===== src/rtl/nibble_serial_add_seq.sv =====
// nibble_serial_add_seq: sequences a wide add through an external 4-bit ripple adder,
// one nibble per cycle, least-significant nibble first.
// Operands arrive on a valid/ready handshake; the wide result leaves on another.
// Optional feature macro: ADDSEQ_SUB_EN adds a 'sub' input for two's-complement subtraction.
module nibble_serial_add_seq #(
  parameter int unsigned NIBBLES = 4
) (
  input  logic                   clk,
  input  logic                   rst_n,
  input  logic                   in_valid,
  output logic                   in_ready,
  input  logic [4*NIBBLES-1:0]   op_a,
  input  logic [4*NIBBLES-1:0]   op_b,
  input  logic                   cin_in,
`ifdef ADDSEQ_SUB_EN
  input  logic                   sub,
`endif
  output logic [3:0]             add_a,
  output logic [3:0]             add_b,
  output logic                   add_cin,
  input  logic [3:0]             add_sum,
  input  logic                   add_cout,
  output logic                   out_valid,
  input  logic                   out_ready,
  output logic [4*NIBBLES-1:0]   result,
  output logic                   cout_out
);

  localparam int unsigned W    = 4 * NIBBLES;
  localparam int unsigned IdxW = $clog2(NIBBLES);

  localparam logic [IdxW-1:0] IdxLast = IdxW'(NIBBLES - 1);

  localparam logic [1:0] StIdle = 2'd0;
  localparam logic [1:0] StRun  = 2'd1;
  localparam logic [1:0] StDone = 2'd2;

  logic [1:0]      state_q, state_d;
  logic [IdxW-1:0] idx_q, idx_d;
  logic [W-1:0]    a_q, a_d;
  logic [W-1:0]    b_q, b_d;
  logic            carry_q, carry_d;
  logic [W-1:0]    result_q, result_d;
  logic            cout_q, cout_d;

  // Bit offset of the nibble currently being processed.
  logic [IdxW+1:0] bit_ofs;
  assign bit_ofs = {idx_q, 2'b00};

  // Next-state logic: accept operands, step through nibbles, hold result until consumed.
  always_comb begin
    state_d  = state_q;
    idx_d    = idx_q;
    a_d      = a_q;
    b_d      = b_q;
    carry_d  = carry_q;
    result_d = result_q;
    cout_d   = cout_q;
    case (state_q)
      StIdle: begin
        if (in_valid) begin
          a_d     = op_a;
          b_d     = op_b;
          carry_d = cin_in;
          idx_d   = '0;
          state_d = StRun;
`ifdef ADDSEQ_SUB_EN
          // a - b == a + ~b + 1; cin_in is ignored when subtracting.
          if (sub) begin
            b_d     = ~op_b;
            carry_d = 1'b1;
          end
`endif
        end
      end
      StRun: begin
        result_d[bit_ofs +: 4] = add_sum;
        carry_d                = add_cout;
        if (idx_q == IdxLast) begin
          cout_d  = add_cout;
          state_d = StDone;
        end else begin
          idx_d = idx_q + 1'b1;
        end
      end
      StDone: begin
        if (out_ready) state_d = StIdle;
      end
      default: state_d = StIdle;
    endcase
  end

  // State registers with asynchronous active-low reset.
  always_ff @(posedge clk or negedge rst_n) begin
    if (!rst_n) begin
      state_q  <= StIdle;
      idx_q    <= '0;
      a_q      <= '0;
      b_q      <= '0;
      carry_q  <= 1'b0;
      result_q <= '0;
      cout_q   <= 1'b0;
    end else begin
      state_q  <= state_d;
      idx_q    <= idx_d;
      a_q      <= a_d;
      b_q      <= b_d;
      carry_q  <= carry_d;
      result_q <= result_d;
      cout_q   <= cout_d;
    end
  end

  // Outputs are decoded from registered state only; adder inputs are zero outside RUN.
  always_comb begin
    in_ready  = (state_q == StIdle);
    out_valid = (state_q == StDone);
    result    = result_q;
    cout_out  = cout_q;
    add_a     = 4'h0;
    add_b     = 4'h0;
    add_cin   = 1'b0;
    if (state_q == StRun) begin
      add_a   = a_q[bit_ofs +: 4];
      add_b   = b_q[bit_ofs +: 4];
      add_cin = carry_q;
    end
  end

endmodule


===== config.mk =====
export PLATFORM = sky130hd
export DESIGN_NAME = nibble_serial_add_seq
export DESIGN_NICKNAME = d
export VERILOG_FILES = /design/src/rtl/nibble_serial_add_seq.sv
export SDC_FILE = /design/constraint.sdc
export NUM_CORES = 1
export LEC_CHECK = 0
export ABC_AREA = 1
export CAP_MARGIN = 5
export CORE_MARGIN = 4
export CORE_UTILIZATION = 52
export CTS_CLUSTER_DIAMETER = 60
export CTS_CLUSTER_SIZE = 8
export DETAILED_ROUTE_END_ITERATION = 10
export PLACE_DENSITY = 0.89
export SETUP_SLACK_MARGIN = 0.5
export SKIP_LAST_GASP = 1
export SLEW_MARGIN = 20
export SYNTH_ARGS = -nofsm -noshare
export SYNTH_HDL_FRONTEND = slang
export SYNTH_SLANG_ARGS = --single-unit

===== constraint.sdc =====
create_clock -name clk -period 4.6 [get_ports clk]
set_input_delay 0.92 -clock clk [delete_from_list [all_inputs] [get_ports clk]]
set_output_delay 0.92 -clock clk [all_outputs]
set_load 0.01 [all_outputs]

==> metrics.txt, run 1 <==
status finished clean; layout cell share with drive strength beyond 1 0.0433; initial antenna violation count 0; Crit Path Max Fanout 24; Post-synth top cells 80 x nand2_1, 54 x dfrtp_1, 46 x inv_1, 40 x a21oi_1, 40 x nor2_1; worst-case hold slack 0.490 ns; Worst Setup EP add_a[2]; area share of the largest cell type after synthesis 0.520; core area 0.00479 mm^2; Period minus WS final 3.59 ns; Setup Crit Path Kind flip-flop to primary output; R2R Path End result[9]; EDFF count, synth 0; dpl hpwl 4.28 mm; Cells after Synth 328; Worst EP required 3.68 ns; cts hold-fix bufs 0; worst hold path class flip-flop to flip-flop; Worst setup EP type primary output; final hold vios 0; num ports 70; post_cts resized 0; Skew-Pair Late Insertion Delay 0.30 ns; DIE WIDTH 78.7 um; H-tree level count 2; first-pass GRT wire length 9.72 mm; DRT iter0 DRCs 120; prevailing post-synth register cell dfrtp_1; CTS Buf Count 5; fin nets 439; CTS tree done; CP startpoint idx_q[0]; DR WL/cell 12.4 um; max-slew violation count 0; CP arrival 2.67 ns; FF-to-FF Start idx_q[0]; vias in the first global route 2330; type of origin of the critical path flip-flop; DR pass1 iterations 4; Pwr Density 645 mW/mm^2; Longest Clk Path Bufs 2; post-CTS setup repair buffer count 0; Antenna Cells 0; sequential area share after synthesis 0.520; RSZ-0062 raised after global routing no; fmax 278 MHz; Via Count 2296; antenna viol nets, final 0; Cell Rows 25; total congestion overflow 0; yosys warns 0; Setup violations, final 0; Clock Root Buffer clkbuf_8; pin slew with the least headroom to its limit 0.732 ns; DRC Markers 0; mapped cell area 0.00260 mm^2; final WL 5.72 mm; most frequent cell after synthesis nand2_1; VDD IR max 0.330 mV; Max transition margin 0.511; Setup TNS Final 0 ns; synth unique cells 19; Area contributors post-synth dfrtp_1 52%, nand2_1 12%, a21oi_1 7.7%, inv_1 6.6%, nor2_1 5.8%; clk sinks 54; leading area contributor after synthesis dfrtp_1; period utilization 0.781; pin count of the biggest net entering global routing 41; flops & latches, synth 54; die area 0.00619 mm^2; Tot GR Track Use 0.199; number of max-cap violations 0; worst reg2reg path depth 6; Layout Skew 0.00369 ns; layout overhead on the synthesized area 31.2%; IO buf count 69; post-synthesis async set-or-reset flop share 1.00; routed vias/inst 4.99; LEAKAGE 1.70 nW; Worst-path clk slew 0.09 ns; Placer Congestion 0.879; Chip Height 78.7 um; Synth Net Count 375; syn avg cell area 7.92 um^2; Starting Density 0.543; FILL cells 385; FF-to-FF setup slack 2.16 ns
-- through the flow --
stage / setup slack [ns] / cells / power, mW / area, um^2 / utilization
2_1_floorplan: 2.62 / 328 / 1.50 / 2600 / -
3_3_place_gp: 1.49 / 451 / 1.89 / 3300 / 0.689
3_5_place_dp: 1.38 / 452 / 1.94 / 3320 / 0.693
4_1_cts: 1.02 / 460 / 2.21 / 3410 / 0.712
5_1_grt: 0.783 / 460 / 2.38 / 3410 / 0.712
6_report: 1.01 / 460 / 2.20 / 3410 / 0.712
-- final cells by class --
type                            count  area (um^2)  area share
Clock inverter                      1         5.00     0.00147
Inverter                           47          176      0.0518
Clock buffer                        7         86.3      0.0253
Timing Repair Buffer               71          713       0.209
Tap cell                           67         83.8      0.0246
Sequential cell                    54         1350       0.397
Multi-Input combinational cell    213          991       0.291
-- how the worst min path moves through the flow --
stage	startpoint	to	slack [ns]	cells after the start
finish	result[0]	result[0]	0.49	2
global route	result[12]	result[12]	0.52	2
floorplan	carry_q	carry_q	0.48	2
CTS	result[7]	result[7]	0.49	2
global placement	result[7]	result[7]	0.47	2
detailed placement	result[7]	result[7]	0.47	2
-- worst max-delay path, stage by stage, from the launching register on --
cell and delay, ns:
dfrtp_1 0.79, inv_1 0.55, nand2_1 0.18, nand3_1 0.08, a21oi_1 0.19, clkdlybuf4s50_1 0.58
-- power by group --
part	internal [mW]	switching (mW)	leakage, nW
Clock	0.122	0.143	0.0482
Sequential	0.685	0.123	0.641
Combinational	0.488	0.637	1.01
-- cell usage in the layout, fill, tap and decap left out --
cell type,Yosys,final
buf_4,0,1
nor3_1,4,4
a21oi_1,40,40
buf_12,0,1
nor2_1,40,40
clkbuf_8,0,6
buf_2,9,1
clkdlybuf4s50_1,0,68
ha_1,5,5
nand2_2,1,1
nor2_4,3,3
inv_1,46,46
nand4_1,1,1
clkinv_1,1,1
clkbuf_1,3,1
dfrtp_1,54,54
nand3_1,28,28
nor2_2,1,1
nand2_1,80,80
o31ai_1,1,1
nand2_4,2,2
clkinv_2,0,1
o21ai_0,7,7
-- cell families after synthesis --
family                     share of synthesized area
buffers and inverters                         0.0983
and+or+nand+nor                                0.264
DFF                                            0.520
AOI/OAI and AO/OA                             0.0934
adders and majority gates                     0.0241
-- metal layers --
metal  routed length [um]  vias up  global-route usage
met5                    0        -                   0
met4                  126        0              0.0857
met3                  348       13              0.0493
met2                 2830       75               0.350
met1                 2420     1067               0.228
li1                     -     1141                   -
-- flip-flops by register name (all words and copies together), names as in the netlist --
name,count
a_q,16
b_q,16
result,16
idx_q,2
state_q,2
carry_q,1
cout_out,1
Note: power is estimated with default switching activity, not from simulation.
==> run 2: changes to the inputs <==
--- a/config.mk
+++ b/config.mk
@@ -8,11 +8,11 @@
 export ABC_AREA = 1
 export CAP_MARGIN = 5
 export CORE_MARGIN = 4
-export CORE_UTILIZATION = 52
+export CORE_UTILIZATION = 48
 export CTS_CLUSTER_DIAMETER = 60
 export CTS_CLUSTER_SIZE = 8
 export DETAILED_ROUTE_END_ITERATION = 10
-export PLACE_DENSITY = 0.89
+export PLACE_DENSITY = 0.83
 export SETUP_SLACK_MARGIN = 0.5
 export SKIP_LAST_GASP = 1
 export SLEW_MARGIN = 20
==> constraint.sdc (replaced) <==
create_clock -name clk -period 3.36 [get_ports clk]
set_input_delay 0.672 -clock clk [delete_from_list [all_inputs] [get_ports clk]]
set_output_delay 0.672 -clock clk [all_outputs]
set_load 0.01 [all_outputs]
==> run 2 against run 1 <==
Effect of this change:
- register-to-register slack got worse by 0.72 ns
- critical path depth stayed put
- largest power group unchanged
- die area increased by 7.5%
- largest cell class unchanged
- utilization fell by 5.1 points
- global-route usage fell by 0.39 points
- sequential cell count is the same
- worst hold slack lost 0.13 ns
==> metrics.txt, run 2 (synthesis gave the netlist of run 1 again) <==
max-slew violation count 0 (unchanged); Crit Path Max Fanout 24 (unchanged); register area 0.00135 mm^2 (about the same); antenna viol nets, final 0 (unchanged); Max transition margin 0.510 (was 0.511); worst-case hold slack 0.361 ns (was 0.490 ns); Placer Congestion 0.818 (was 0.879); Setup Crit Path Kind flip-flop to primary output (unchanged); initial antenna violation count 0 (unchanged); VDD IR max 0.460 mV (was 0.330 mV); DRT iter0 DRCs 147 (was 120); pin count of the biggest net entering global routing 29 (was 41); Cell Rows 26 (was 25); DR pass1 iterations 5 (was 4); Layout Skew 0.00668 ns (was 0.00369 ns); fmax 365 MHz; num ports 70 (unchanged); CP arrival 2.07 ns (was 2.67 ns); Worst-path clk slew 0.09 ns (about the same); layout cell share with drive strength beyond 1 0.0557 (was 0.0433); first-pass GRT wire length 10.0 mm (was 9.72 mm); Chip Height 81.6 um (was 78.7 um); Tot GR Track Use 0.195 (was 0.199); Skew-Pair Late Insertion Delay 0.30 ns (about the same); fin cells 465 (was 460); DRC Markers 0 (unchanged); leading cell type in the layout, fill and taps excluded nand2_1 (unchanged); layout overhead on the synthesized area 31.7% (was 31.2%); Antenna Cells 0 (unchanged); type of origin of the critical path flip-flop (unchanged); Worst EP required 2.69 ns (was 3.68 ns); CTS Buf Count 5 (unchanged); post-CTS setup repair buffer count 0 (unchanged); FILL cells 423 (was 385); H-tree level count 2 (unchanged); number of max-cap violations 0 (unchanged); DIE WIDTH 81.6 um (was 78.7 um); worst hold path class input pin to asynchronous set/reset pin (was flip-flop to flip-flop); core area 0.00517 mm^2 (was 0.00479 mm^2); period utilization 0.816; Starting Density 0.502 (was 0.543); Setup violations, final 0 (unchanged); placed cells 457 (was 452); die area 0.00665 mm^2 (was 0.00619 mm^2); LEAKAGE 1.71 nW (was 1.70 nW); final core occ 0.661 (was 0.712); total congestion overflow 0 (unchanged); routed vias/inst 4.91 (was 4.99); final worst slack 0.617 ns (was 1.01 ns); vias in the first global route 2222 (was 2330); IO buf count 69 (unchanged); final hold vios 0 (unchanged); clk sinks 54 (unchanged); CTS tree done (unchanged); footprint of the multi-input gates 993 um^2 (was 991 um^2); Clock Root Buffer clkbuf_8 (unchanged); RSZ-0062 raised after global routing yes (was no); Longest Clk Path Bufs 2 (unchanged); Via Count 2283 (was 2296); DR WL/cell 12.6 um (was 12.4 um); Setup TNS Final 0 ns (unchanged); most frequent cells in the layout 79 x nand2_1, 68 x clkdlybuf4s50_1, 53 x dfrtp_1 (was 80 x nand2_1, 68 x clkdlybuf4s50_1, 54 x dfrtp_1); Post-Place Worst Slack 0.883 ns (was 1.38 ns); Period minus WS final 2.74 ns; Worst setup EP type primary output (unchanged); status finished clean (unchanged); final WL 5.86 mm (was 5.72 mm); Pwr Density 885 mW/mm^2 (was 645 mW/mm^2); pin slew with the least headroom to its limit 0.734 ns (was 0.732 ns); fin nets 441 (was 439); dpl hpwl 4.32 mm (was 4.28 mm)
## run 2: cell types whose count changed in the layout (fill, tap and decap cells not counted)
cell	before	now
dfrtp_2	0	1
clkinv_1	1	0
dfrtp_1	54	53
clkinvlp_4	0	1
nand2_1	80	79
buf_12	1	0
buf_4	1	4
nand2_2	1	2
## run 2: final cells by class
type,count,area share
clock buffer,7,0.0252
tap,70,0.0256
inverter,47,0.0527
sequential,54,0.395
clock inverter,1,0.00146
multi-input combinational,213,0.290
timing repair buffer,73,0.209
## run 2: final timing paths
path | slack (ns) | start | cells past startpoint | to
worst max-delay path | 0.62 | idx_q[0] | 5 | add_a[0]
worst min register to register | 0.49 | result[13] | 2 | result[13]
max in group asynchronous | 2.21 | rst_n | 2 | idx_q[1]
worst min-delay path | 0.36 | rst_n | 1 | result[4]
min in group clk | 0.49 | result[13] | 2 | result[13]
worst max register to register | 1.44 | idx_q[0] | 5 | result[0]
## run 2: critical path, stage by stage, from the launching register on
cell and delay, ns:
dfrtp_1 0.39, inv_1 0.54, nand2_1 0.15, nand3_1 0.11, a21oi_1 0.09, clkdlybuf4s50_1 0.49
## run 2: repair_timing
item	CTS	global route
hold buffers	0	0
endpoints found under the setup margin	0	8
resized for setup	0	3
## run 2: stage by stage
step	power (mW)	instance area, um^2
after floorplan	2.06	2600
after global placement	2.61	3320
final	3.03	3420
after CTS	3.04	3410
after detailed placement	2.67	3320
after global routing	3.31	3420
## run 2: layer usage
metal / part of all wire / track usage / vias up
met5: 0 / 0 / -
met4: 0.014 / 0.0591 / 0
met3: 0.069 / 0.0548 / 11
met2: 0.48 / 0.322 / 68
met1: 0.43 / 0.249 / 1062
li1: - / - / 1142
## run 2: report_power, final
part	total (mW)	internal [mW]	switching, mW
registers	1.08	0.939	0.140
logic	1.58	0.682	0.900
clock network	0.366	0.167	0.200
==> run 3: changes to the inputs <==
==> constraint.sdc (replaced) <==
create_clock -name clk -period 2.75 [get_ports clk]
set_input_delay 0.55 -clock clk [delete_from_list [all_inputs] [get_ports clk]]
set_output_delay 0.55 -clock clk [all_outputs]
set_load 0.01 [all_outputs]
==> run 3 against run 2 <==
Effect of this change:
- register-to-register slack lost 0.62 ns
- combinational power rose by 27%
- clock-buffer cell count unchanged
- global-route usage hardly changed
- sequential share of layout area shrank 0.78 points
- utilization rose by 1.3 points
- clock skew decreased by 0.00065 ns
==> metrics.txt, run 3 (synthesis gave the netlist of run 1 again) <==
antenna viol nets, final 0 (unchanged); footprint of the multi-input gates 998 um^2 (was 993 um^2); final hold vios 0 (unchanged); FF-to-FF Start idx_q[0] (unchanged); CP arrival 1.57 ns (was 2.07 ns); final core occ 0.675 (was 0.661); fmax 471 MHz; Longest Clk Path Bufs 2 (unchanged); dpl hpwl 4.17 mm (was 4.32 mm); Worst-path clk slew 0.09 ns (about the same); final WL 5.86 mm (about the same); VDD IR max 0.538 mV (was 0.460 mV); total congestion overflow 0 (unchanged); status finished clean (unchanged); layout overhead on the synthesized area 34.3% (was 31.7%); die area 0.00665 mm^2 (unchanged); Period minus WS final 2.12 ns; clk sinks 54 (unchanged); FF-to-FF setup slack 0.82 ns (was 1.44 ns); CTS Buf Count 5 (unchanged); layout cell share with drive strength beyond 1 0.0700 (was 0.0557); worst hold path class input pin to asynchronous set/reset pin (unchanged); met3 Use GR 0.0559 (was 0.0548); LEAKAGE 1.79 nW (was 1.71 nW); Placer Congestion 0.840 (was 0.818); RSZ-0062 raised after global routing no (was yes); pin count of the biggest net entering global routing 46 (was 29); pin slew with the least headroom to its limit 0.685 ns (was 0.734 ns); DR pass1 iterations 4 (was 5); initial antenna violation count 0 (unchanged); first-pass GRT wire length 10.1 mm (was 10.0 mm); placed cell areas 0.00334 mm^2 (was 0.00332 mm^2); H-tree level count 2 (unchanged); Clock Root Buffer clkbuf_8 (unchanged); Via Count 2280 (was 2283); Setup TNS Final 0 ns (unchanged); Worst EP required 2.20 ns (was 2.69 ns); met1 usage in global routing 0.235 (was 0.249); number of max-cap violations 0 (unchanged); register area 0.00135 mm^2 (unchanged); IO buf count 69 (unchanged); GR peak layer met2 (unchanged); worst reg2reg path depth 9 (was 5); vias in the first global route 2373 (was 2222); Pwr Density 1070 mW/mm^2 (was 885 mW/mm^2); num ports 70 (unchanged); DRC Markers 0 (unchanged); R2R Path End result[10] (was result[0]); Layout Skew 0.00603 ns (was 0.00668 ns); Setup Crit Path Kind flip-flop to primary output (unchanged); Design Area, Final 0.00349 mm^2 (was 0.00342 mm^2); CTS tree done (unchanged); DRT iter0 DRCs 82 (was 147); Starting Density 0.502 (unchanged); Cell Rows 26 (unchanged); fin nets 446 (was 441); Crit Path Max Fanout 9 (was 24); Worst setup EP type primary output (unchanged); Max transition margin 0.543 (was 0.510); DIE WIDTH 81.6 um (unchanged); routed vias/inst 4.85 (was 4.91); met2 Use GR 0.334 (was 0.322); Chip Height 81.6 um (unchanged); max-slew violation count 0 (unchanged); FILL cells 420 (was 423); Antenna Cells 0 (unchanged); period utilization 0.772; DR WL/cell 12.5 um (was 12.6 um); Setup violations, final 0 (unchanged); type of origin of the critical path flip-flop (unchanged); core area 0.00517 mm^2 (unchanged); leading cell type in the layout, fill and taps excluded nand2_1 (unchanged); Skew-Pair Late Insertion Delay 0.30 ns (about the same); most frequent cells in the layout 79 x nand2_1, 59 x clkdlybuf4s50_1, 53 x dfrtp_1 (was 79 x nand2_1, 68 x clkdlybuf4s50_1, 53 x dfrtp_1); Tot GR Track Use 0.195 (about the same)
run 3: changes by cell type in the layout (fill, tap and decap cells not counted), sizes merged:
cell           before  now
inv                46   45
clkdlybuf4s50      68   59
clkdlybuf4s15       0    1
buf                 5   10
dlymetal6s2s        0    3
clkinv              1    2
dlygate4sd2         0    5
run 3: stage by stage:
step                hold slack, ns  setup slack [ns]  power [mW]  std cells
floorplan                    0.254              1.03        2.52        328
global placement             0.466             0.576        3.23        458
detailed placement           0.469             0.515        3.29        458
CTS                          0.297             0.370        3.77        470
global route                 0.330             0.504        4.08        470
finish                       0.283             0.628        3.75        470
run 3: what timing repair did:
action / 4_1_cts / 5_1_grt
gates resized for setup: 10 / 5
endpoints found under the setup margin: 9 / 4
setup buffers: 4 / 0
hold buffers: 0 / 0
run 3: area by class of cell:
class,count,area share
multi-input combinational,213,0.286
tap,70,0.0251
timing repair buffer,78,0.223
sequential,54,0.388
inverter,47,0.0516
clock inverter,1,0.00143
clock buffer,7,0.0247
run 3: layer usage:
layer,up-vias,part of all wire
met3,8,0.072
met1,1042,0.44
met2,76,0.48
li1,1154,-
met5,-,0
met4,0,0.013
run 3: worst max path at each step:
stage / startpoint / endpoint / slack, ns / depth (start not counted)
final: idx_q[0] / add_a[2] / 0.63 / 6
after global routing: idx_q[0] / add_a[0] / 0.50 / 6
after CTS: idx_q[0] / add_a[3] / 0.37 / 5
after detailed placement: state_q[1] / add_a[3] / 0.51 / 4
after global placement: state_q[1] / add_b[0] / 0.58 / 4
after floorplan: idx_q[0] / result[0] / 1.03 / 7
run 3: where the power goes:
| group | switching [mW] | internal (mW) |
|---|---|---|
| registers | 0.149 | 1.15 |
| clock network | 0.242 | 0.204 |
| logic | 1.15 | 0.857 |
run 3: critical path, cell delays in order (launching register included):
cell           delay (ns)
dfrtp_1              0.40
clkinvlp_4           0.14
buf_4                0.20
nand2_1              0.06
nand3_1              0.06
a21oi_1              0.14
dlygate4sd2_1        0.28
==> RTL edit 1, RTL diff (settings of run 2) <==
`NIBBLES`: 4 -> 2.
--- a/src/rtl/nibble_serial_add_seq.sv
+++ b/src/rtl/nibble_serial_add_seq.sv
@@ -3,7 +3,7 @@
 // Operands arrive on a valid/ready handshake; the wide result leaves on another.
 // Optional feature macro: ADDSEQ_SUB_EN adds a 'sub' input for two's-complement subtraction.
 module nibble_serial_add_seq #(
-  parameter int unsigned NIBBLES = 4
+  parameter int unsigned NIBBLES = 2
 ) (
   input  logic                   clk,
   input  logic                   rst_n,
Ports: changed (resized op_a, op_b and result); port bits go from 70 to 46. No check against the original RTL was run, so the function may have changed too.
==> RTL edit 1 against run 2 <==
- final area fell by 47%
- critical path depth rose by 1
- synthesized area fell by 50%
- global-route usage rose by 0.61 points
- wire length fell by 46%
- worst setup slack improved by 67 ps
- hold slack improved by 120 ps
- cell count fell by 49%
- count of clock-buffer cells in the layout fell by 2
- power fell by 49%
- sequential cell count fell by 25
- die area fell by 46%
- critical path type unchanged
- critical endpoint is now add_b[1]
==> RTL edit 1: results (changes against run 2) <==
status=finished, final reports clean; Leak=0.917 nW (-46%); share of post-route cells with drive strength above 1=0.0825 (+0.0268); Area after DPL=1760 um^2 (-47%); GRT Total Usage=0.201 (+0.00606); crit path max-delay cell type=clkdlybuf4s50_1; RR Startpoint=state_q[0]; sequential fraction of the synthesis area=0.556 (+0.0359); wire length per cell=13.5 um (+6.9%); Reg-to-Reg End=b_q[5]; Synth Net Count=183 (-51%); gpl congestion=0.773 (-5.5%); Area contributors post-synth=dfrtp_1, nand2_1, nand3_1, buf_6, nor2_4; Commonest cells post-synth=nand2_1, dfrtp_1, nand3_1, inv_1; # nets final=231 (-48%); via count=1183 (-48%); Root Buffer Master=clkbuf_4; DP Worst Slack=1020 ps (+140 ps); setup slack, reg-to-reg=2020 ps (+580 ps); # port buffers=45 (-35%); maximum vdd ir drop=0.541 mV (+18%); first-pass GRT wire length=5300 um (-47%); dpl hpwl=2300 um (-47%); Clock Skew=20.9 ps (+14.3 ps); worst slew pin tran=748 ps (+14.2 ps)
-- RTL edit 1: area by class of cell --
type	instances	area share
tap	30	0.0207
multi-input combinational	118	0.283
clock buffer	5	0.0207
timing repair buffer	47	0.257
inverter	4	0.00829
clock inverter	3	0.00967
sequential	29	0.401
-- RTL edit 1: worst max path at each step --
stage          startpoint       end  slack (ps)
4_1_cts        state_q[1]  add_b[1]         660
3_3_place_gp   state_q[1]  add_a[0]        1070
6_report       state_q[1]  add_b[1]         680
3_5_place_dp   state_q[1]  add_b[1]        1020
2_1_floorplan  state_q[1]  add_a[0]        1670
5_1_grt        state_q[1]  add_b[0]         520
-- RTL edit 1: report_power, final --
group | internal, W | switching [W]
sequential | 0.000517 | 0.000110
combinational | 0.000334 | 0.000375
clock | 0.0000788 | 0.000131
total | 0.000930 | 0.000616
-- RTL edit 1: kinds of logic after synthesis --
family,after synthesis,synth area share
compound gates,2,0.00959
buf+inv,10,0.0508
flops,29,0.556
simple gates,116,0.384
-- RTL edit 1: through the flow --
stage               std cells  hold slack (ps)   util
CTS                       236              484  0.712
detailed placement        228              460  0.690
finish                    236              479  0.712
global placement          228              455  0.690
global route              236              502  0.712
floorplan                 157              376      -
-- RTL edit 1: critical path: cells and delay by family, from the launching register on --
| kind | cells | cell delay, ps |
|---|---|---|
| DFF | 1 | 430 |
| and+or+nand+nor | 4 | 560 |
| buffers and inverters | 2 | 690 |
-- RTL edit 1: layer usage --
layer / global-route usage / wire, um / vias up
met1: 0.247 / 1370 / 559
met5: 0 / 0 / -
met2: 0.336 / 1560 / 36
li1: - / - / 581
met4: 0.0759 / 44 / 0
met3: 0.0518 / 206 / 7
==> RTL edit 2, RTL diff (settings of run 2) <==
Made on the original files. `a_q`, `b_q` and `result_q` no longer have a reset.
--- a/src/rtl/nibble_serial_add_seq.sv
+++ b/src/rtl/nibble_serial_add_seq.sv
@@ -95,20 +95,20 @@
     if (!rst_n) begin
       state_q  <= StIdle;
       idx_q    <= '0;
-      a_q      <= '0;
-      b_q      <= '0;
       carry_q  <= 1'b0;
-      result_q <= '0;
       cout_q   <= 1'b0;
     end else begin
       state_q  <= state_d;
       idx_q    <= idx_d;
-      a_q      <= a_d;
-      b_q      <= b_d;
       carry_q  <= carry_d;
-      result_q <= result_d;
       cout_q   <= cout_d;
     end
+  end
+
+  always_ff @(posedge clk) begin
+    a_q      <= a_d;
+    b_q      <= b_d;
+    result_q <= result_d;
   end
 
   // Outputs are decoded from registered state only; adder inputs are zero outside RUN.
Formal check against the unedited RTL: differs if rst_n is asserted again (counterexample within 4 cycles, from zero or initial values and one cycle with rst_n low); with rst_n held inactive, the same outputs for 10 cycles.
==> RTL edit 2 against run 2 <==
- synthesized cell count is 33% lower
- final area is 6.8% lower
- highest routed layer unchanged
- clock power down 6.6%
- utilization increased by 1.4 points
- sequential share of layout area is 10 points higher
- largest power group unchanged
- hold slack gained 150 ps
- power shrank 19%
- cell count down 22%
- synthesized area down 10%
- sequential cell count unchanged
- worst setup slack improved by 62 ps
- wire length shrank 23%
- non-clock buffer count fell by 2
==> RTL edit 2: results (changes against run 2) <==
status=finished, final reports clean; ys flop type=edfxtp_1; mux share of post-synthesis cell area=0 (unchanged); Leak=1.34 nW (-22%); DR WL met3=346 um (-15%); Area after DPL=3090 um^2 (-6.9%); worst hold path type=flop to flop; # nets final=341 (-23%); Post-synth EDFFs=48 (+48); CP arrival=2010 ps (-60 ps); Setup TNS Final=0 ps (unchanged); critical-path maximum fanout=21 (-13%); Compound-Gate Fraction of Synth Area=0.0268 (-0.0667); Commonest cells post-synth=edfxtp_1, inv_1, nand2_1, nand3_1, nor2_1; Area contributors post-synth=edfxtp_1, inv_1, nand2_1, dfrtp_1, nand3_1; met2 routed wirelength=2320 um (-18%); first-pass GRT wire length=7450 um (-26%); maximum vdd ir drop=0.433 mV (-5.8%); met1 wire length=1780 um (-30%); Cell variety after synth=17 (-2); Async SR Flop Fraction=0.111 (-0.889); final std cells w/o fill=362 (-22%); area share of xor/xnor cells in the synthesized design=0 (unchanged); Yosys warning count=0 (unchanged); gpl congestion=0.717 (-12%); vias per inst=4.77 (-2.9%); worst slew pin tran=401 ps (-333 ps); Clock Skew=5.40 ps (-1.28 ps); sequential fraction of the synthesis area=0.681 (+0.161); Power Clock=0.000342 W (-6.6%); 1st-pass router iterations=5 (unchanged); share of post-route cells with drive strength above 1=0.0441 (-0.0116); 1st-iter DRT viols=98 (-33%); sequential power=0.00103 W (-5%); cts bufs inserted=5 (unchanged); vias in the first global route=1752 (-21%); Antenna diodes=0 (unchanged); final WL=4520 um (-23%); Int Pwr=0.00156 W (-13%); largest net degree at the start of global routing=33 (+14%); cell count of the worst reg-to-reg path=6 (+1); Clock Latency Late Sink=300 ps (about the same); GRT Total Usage=0.158 (-0.0366); dpl hpwl=3440 um (-21%); syn_area_per_cell=10.6 um^2 (+33%); Adder-Cell Fraction of Synth Area=0.0268 (+0.00270); dpl cells=354 (-23%); Sw Ratio=0.363 (-0.0467); Biggest consumer=combinational cells; Synth Net Count=268 (-29%)
==> RTL edit 2: final timing paths <==
path | start | to | slack (ps)
setup / recovery | idx_q[0] | add_b[1] | 680
setup reg to reg | idx_q[1] | result[10] | 1500
min in group asynchronous | rst_n | carry_q | 600
hold reg to reg | cout_out | cout_out | 510
hold / removal | cout_out | cout_out | 510
max in group asynchronous | rst_n | idx_q[1] | 2510
==> RTL edit 2: timing repair <==
action | CTS | global route
setup buffers | 0 | 0
resized for setup | 0 | 6
setup endpoints to repair | 0 | 8
==> RTL edit 2: final cells by class <==
type                            count  area (um^2)
Sequential cell                    54         1590
Timing Repair Buffer               71          709
Multi-Input combinational cell    112          528
Fill cell                         357         1530
Inverter                           50          194
Clock inverter                      2         8.76
Tap cell                           67         83.8
Clock buffer                        6         72.6
==> RTL edit 2: worst max-delay path: stages, from the launching register on <==
cell             delay, ps
dfrtp_1                440
buf_6                  220
inv_4                  120
nand2_1                 90
nand3_1                 70
a21oi_1                190
clkdlybuf4s50_1        570
==> RTL edit 2: logic make-up (layout without fill, tap and decap cells) <==
family                   count (synthesis)  after routing
AND/OR/NAND/NOR                         95             95
buffers and inverters                   55            129
flip-flops                              54             54
AO/OA/AOI/OAI                           12             12
adder cells (fa/ha/maj)                  5              5
==> RTL edit 2: through the flow <==
stage | setup WS, ps | hold WS [ps]
4_1_cts | 510 | 505
3_5_place_dp | 887 | 483
3_3_place_gp | 957 | 472
5_1_grt | 533 | 549
6_report | 679 | 506
2_1_floorplan | 1530 | 376
==> RTL edit 2: layer usage <==
| layer | vias to the layer above | global-route usage |
|---|---|---|
| li1 | 851 | - |
| met1 | 800 | 0.181 |
| met2 | 66 | 0.268 |
| met3 | 8 | 0.0499 |
| met4 | 0 | 0.0747 |
| met5 | - | 0 |
